`src/rtl/sensor_conditioner.sv`:
```
// Loop-detector and emergency-input front-end: synchronise, debounce, latch calls, stretch preemption.
// Optional build macro STUCK_DETECT_EN adds stuck-loop detection with fail-safe recall.
module sensor_conditioner #(
  parameter int SYNC_STAGES     = 2,
  parameter int DEBOUNCE_CYCLES = 50000,
  parameter int EMERG_HOLD      = 2,
  parameter int STUCK_TIME      = 120
) (
  input  logic clk,
  input  logic rst,
  input  logic tick_1hz,
  input  logic ns_sensor_raw,
  input  logic ew_sensor_raw,
  input  logic emerg_raw,
  input  logic ns_serve_ack,
  input  logic ew_serve_ack,
  output logic ns_call,
  output logic ew_call,
  output logic emergency_req,
  output logic emergency_pulse,
  output logic ns_stuck,
  output logic ew_stuck,
  output logic sensor_fault
);

  localparam int DW = $clog2(DEBOUNCE_CYCLES + 1);
  localparam int HW = (EMERG_HOLD > 0) ? $clog2(EMERG_HOLD + 1) : 1;
  localparam logic [DW-1:0] DB_LAST  = DW'(DEBOUNCE_CYCLES - 1);
  localparam logic [HW-1:0] HOLD_LD  = HW'(EMERG_HOLD);

  typedef enum logic [1:0] {E_IDLE, E_ACTIVE, E_HOLD} emerg_state_t;

  // channel index: 0 = N/S, 1 = E/W, 2 = emergency
  logic [2:0]    raw;
  logic [2:0]    sync_q [SYNC_STAGES];
  logic [2:0]    sync;
  logic [2:0]    db_q, db_d;
  logic [DW-1:0] cnt_q [3];
  logic [DW-1:0] cnt_d [3];
  logic [1:0]    ack;
  logic [1:0]    call_q, call_d;
  logic [1:0]    stuck_q, stuck_d;
  logic          fault_q;

  emerg_state_t  state_q, state_d;
  logic [HW-1:0] hold_q, hold_d;
  logic          req_q, pulse_q;

  assign raw  = {emerg_raw, ew_sensor_raw, ns_sensor_raw};
  assign ack  = {ew_serve_ack, ns_serve_ack};
  assign sync = sync_q[SYNC_STAGES-1];

  always_comb begin
    for (int c = 0; c < 3; c++) begin
      db_d[c]  = db_q[c];
      cnt_d[c] = '0;
      if (sync[c] != db_q[c]) begin
        if (cnt_q[c] == DB_LAST) db_d[c]  = sync[c];
        else                     cnt_d[c] = cnt_q[c] + 1'b1;
      end
    end
  end

  // Calls follow the debounced value as it updates so a detection appears on the same edge.
  always_comb begin
    for (int c = 0; c < 2; c++) begin
      call_d[c] = call_q[c];
      if (db_d[c] || stuck_q[c]) call_d[c] = 1'b1;
      else if (ack[c])           call_d[c] = 1'b0;
    end
  end

`ifdef STUCK_DETECT_EN
  localparam int SW = $clog2(STUCK_TIME + 1);
  localparam logic [SW-1:0] ST_MAX = SW'(STUCK_TIME);
  logic [SW-1:0] scnt_q [2];
  logic [SW-1:0] scnt_d [2];

  always_comb begin
    for (int c = 0; c < 2; c++) begin
      scnt_d[c] = scnt_q[c];
      if (!db_q[c])                             scnt_d[c] = '0;
      else if (tick_1hz && scnt_q[c] != ST_MAX) scnt_d[c] = scnt_q[c] + 1'b1;
      stuck_d[c] = stuck_q[c] | (scnt_d[c] == ST_MAX);
    end
  end

  always_ff @(posedge clk or posedge rst) begin
    if (rst) begin
      scnt_q[0] <= '0;
      scnt_q[1] <= '0;
    end else begin
      scnt_q[0] <= scnt_d[0];
      scnt_q[1] <= scnt_d[1];
    end
  end
`else
  assign stuck_d = 2'b00;
`endif

  always_comb begin
    state_d = state_q;
    hold_d  = hold_q;
    unique case (state_q)
      E_IDLE:   if (db_q[2]) state_d = E_ACTIVE;
      E_ACTIVE: if (!db_q[2]) begin
        state_d = E_HOLD;
        hold_d  = HOLD_LD;
      end
      E_HOLD: begin
        if (db_q[2])              state_d = E_ACTIVE;
        else if (hold_q == '0)    state_d = E_IDLE;
        else if (tick_1hz) begin
          hold_d = hold_q - 1'b1;
          if (hold_q == HW'(1)) state_d = E_IDLE;
        end
      end
      default: state_d = E_IDLE;
    endcase
  end

  always_ff @(posedge clk or posedge rst) begin
    if (rst) begin
      for (int i = 0; i < SYNC_STAGES; i++) sync_q[i] <= '0;
      for (int c = 0; c < 3; c++) cnt_q[c] <= '0;
      db_q    <= '0;
      call_q  <= '0;
      stuck_q <= '0;
      fault_q <= 1'b0;
      state_q <= E_IDLE;
      hold_q  <= '0;
      req_q   <= 1'b0;
      pulse_q <= 1'b0;
    end else begin
      sync_q[0] <= raw;
      for (int i = 1; i < SYNC_STAGES; i++) sync_q[i] <= sync_q[i-1];
      for (int c = 0; c < 3; c++) cnt_q[c] <= cnt_d[c];
      db_q    <= db_d;
      call_q  <= call_d;
      stuck_q <= stuck_d;
      fault_q <= |stuck_d;
      state_q <= state_d;
      hold_q  <= hold_d;
      req_q   <= (state_d != E_IDLE);
      pulse_q <= (state_q == E_IDLE) && (state_d == E_ACTIVE);
    end
  end

  assign ns_call         = call_q[0];
  assign ew_call         = call_q[1];
  assign emergency_req   = req_q;
  assign emergency_pulse = pulse_q;
  assign ns_stuck        = stuck_q[0];
  assign ew_stuck        = stuck_q[1];
  assign sensor_fault    = fault_q;

endmodule
```
`config.mk`:
```
export PLATFORM = sky130hd
export DESIGN_NAME = sensor_conditioner
export DESIGN_NICKNAME = d
export VERILOG_FILES = /design/src/rtl/sensor_conditioner.sv
export SDC_FILE = /design/constraint.sdc
export NUM_CORES = 1
export LEC_CHECK = 0
export ABC_CLOCK_PERIOD_IN_PS = 2120
export BUFFER_PORTS_ARGS = -buffer_cell sky130_fd_sc_hd__clkbuf_2
export CORE_MARGIN = 8
export CORE_UTILIZATION = 50
export DETAILED_ROUTE_END_ITERATION = 6
export HOLD_SLACK_MARGIN = 0.06
export PLACE_DENSITY = 0.75
export SLEW_MARGIN = 20
export SYNTH_ARGS = -nofsm -noshare
export SYNTH_HDL_FRONTEND = slang
export SYNTH_SLANG_ARGS = --single-unit
```
`constraint.sdc`:
```
create_clock -name clk -period 2.12 [get_ports clk]
set_input_delay 0.106 -clock clk [delete_from_list [all_inputs] [get_ports clk]]
set_output_delay 0.106 -clock clk [all_outputs]
set_load 0.02 [all_outputs]
```
==> results.json <==
{
  "p_leak_uw": 0.00147,
  "ys_seq_area_share_pct": 53.7,
  "hold_viol_final": 0,
  "cap_violations": 0,
  "die_h_um": 93.9,
  "clk_pin_slew_ns": 0.07,
  "layout.cells.most_common": "dfrtp_1",
  "core_area_um2": 5890,
  "rows": 28,
  "die_area_um2": 8810,
  "worst-r2r-setup-slack_ns": 0.30,
  "synth_adder_area_share_pct": 2.06,
  "synth_cell_types": 35,
  "cp_max_fo": 15,
  "route.met2.wl_um": 2400,
  "yosys.area.top_type": "dfrtp_1",
  "place.gp.congestion": 0.828,
  "clockBufferDepth": 2,
  "synth_top_family_by_area": "simple AND/OR/NAND/NOR gates",
  "fmax_ghz": 0.548,
  "r2r-start": "cnt_q[32]",
  "setup_viol": 0,
  "htreeDepth": 3,
  "hp-class": "in -> reg",
  "path_class": "reg -> reg",
  "grt_pass1_wl_um": 8930,
  "synth-xor-area-share_pct": 13.0,
  "track_usage_pct": 12.8,
  "tns_ns": 0,
  "synth_async_sr_flop_share_pct": 100,
  "maxUsedRoutingLayer": "met4",
  "muxShareOfSynthArea_pct": 1.40,
  "ys_seq_elements": 65,
  "min_to": "call_q[0]",
  "timing.hold.ws_ns": 0.0939,
  "antenna_found_initial": 0,
  "yosysWarnings": 0,
  "post_dp_cell_area_um2": 3160,
  "ant_nets": 0,
  "die_w_um": 93.9,
  "drive_gt1_share_pct": 12.1,
  "fillCellCount": 519,
  "vias": 2088,
  "cts_setup_buffers": 0,
  "post_drt_wl_per_cell_um": 12.5,
  "synth_compound_area_share_pct": 3.10,
  "dr.first_iter.drc_count": 98,
  "layoutNonFillerInstCount": 398,
  "min_period_ns": 1.82,
  "slew_headroom_pct": 48.2,
  "synthFlopType": "dfrtp_1",
  "start_kind": "register",
  "start_util_pct": 51.5,
  "drc": 0,
  "skew_ns": 0.00363,
  "grt_start_max_net_pins": 66,
  "cp.required_ns": 2.33,
  "ios": 15,
  "detail_route.vias_per_cell": 5.25,
  "drtPass1Iterations": 4,
  "most-common-layout-cells": "65 x dfrtp_1, 57 x nor2_1, 34 x xnor2_1",
  "cts_tree": "built",
  "num_antenna_cells": 0,
  "cts_root_buffer": "clkbuf_8",
  "finalCritPeriodShare_pct": 86.0,
  "ir_worst_vdd_mv": 0.457,
  "r2r_end": "cnt_q[43]",
  "met3WireLength_um": 251,
  "reg2reg_depth": 5,
  "first_global_vias": 2072,
  "wirelength_um": 4990,
  "worst_slack_ns": 0.296,
  "synth_edf_count": 0,
  "worstMarginPinSlew_ns": 0.777,
  "avgSynthCellArea_um2": 10.3,
  "final_max_slew_viol_count": 0,
  "nNetsFinal": 331,
  "syn-instance-count": 293,
  "grt_overflow": 0,
  "synthToLayoutAreaGrowth_pct": 12.0,
  "place_ws_ns": 0.288,
  "placedCellCount": 377,
  "drt-met1-wl_um": 2220,
  "finalInstanceArea_um2": 3390,
  "status": "complete, no violations",
  "synth.top_cell.area_share_pct": 53.7,
  "netlist_area_um2": 3030,
  "arrival_ns": 2.04,
  "synth_simple_gate_area_share_pct": 23.1,
  "cp-end-kind": "register",
  "min_delay_path_depth": 3,
  "clk_latency_ns": 0.34,
  "powerDensity_nw_per_um2": 678,
  "clock_sinks": 65,
  "min_from": "ns_serve_ack",
  "port_buffers": 11,
  "synth_area_leaders": "dfrtp_1 54%, xnor2_1 9.8%, nor2_1 7.1%",
  "rsz0062_at_grt": "false",
  "hpwl_um": 3490,
  "numCtsBuffers": 9
}
## where the power goes
group	internal (uW)	switching, uW	total, uW
Combinational	31.0	56.4	87.4
Sequential	1260	16.9	1280
Clock	481	456	936
Total	1770	529	2300
## layer usage
layer | track usage, % | vias to the layer above
li1 | - | 1033
met1 | 14.7 | 1015
met2 | 20.2 | 29
met3 | 4.88 | 11
met4 | 6.87 | 0
met5 | 0 | -
## cell families after synthesis
kind of cell | Yosys count
AND/OR/NAND/NOR | 141
flip-flops | 65
XOR/XNOR | 45
buffers and inverters | 23
AO/OA/AOI/OAI | 9
adder cells (fa/ha/maj) | 5
multiplexers | 4
other | 1
## how the worst max path moves through the flow
stage | to | from | slack (ns) | cells past startpoint
2_1_floorplan | call_q[0] | cnt_q[32] | 0.38 | 5
3_3_place_gp | cnt_q[36] | cnt_q[32] | 0.33 | 5
3_5_place_dp | cnt_q[43] | cnt_q[32] | 0.29 | 5
4_1_cts | cnt_q[37] | cnt_q[32] | 0.27 | 5
5_1_grt | cnt_q[37] | cnt_q[32] | 0.18 | 5
6_report | cnt_q[43] | cnt_q[32] | 0.30 | 5
## synth_stat cells (all sizes together), types with 3 or more instances
library cell and n:
xor2 11, nand3 17, inv 16, ha 5, buf 7, nor2 57, xnor2 34, dfrtp 65
nand2 12, and3 3, nor3 10, nand4 12, and2 3, nor4 16
## what timing repair did
item	CTS	global route
endpoints found under the hold margin	69	0
gates resized for setup	0	0
hold buffers	5	0
## layout make-up
class,count,area [um^2],area share (%)
Multi-Input combinational cell,207,1300,38.4
Tap cell,75,93.8,2.77
Sequential cell,65,1630,47.9
Clock inverter,5,30.0,0.885
Timing Repair Buffer,19,128,3.76
Clock buffer,11,151,4.46
Inverter,16,60.1,1.77
## through the flow
stage / utilization, % / power [uW]
floorplan: - / 1360
global placement: 53.7 / 1380
detailed placement: 53.7 / 1380
CTS: 57.7 / 2340
global route: 57.7 / 2400
finish: 57.7 / 2300
## registers in the layout, indices dropped and copies added (netlist names)
signal and count:
state_q 2, emergency_req 1, sync_q 3, emergency_pulse 1, db_q 3, call_q 2, sync 3, hold_q 2
cnt_q 48
## critical path: stages, from the launching register on
cell	delay, ns
dfrtp_1	0.38
ha_1	0.23
nand3_2	0.10
or4_4	0.52
o21ai_4	0.35
nor2_1	0.10
(Power assumes the default switching activity.)
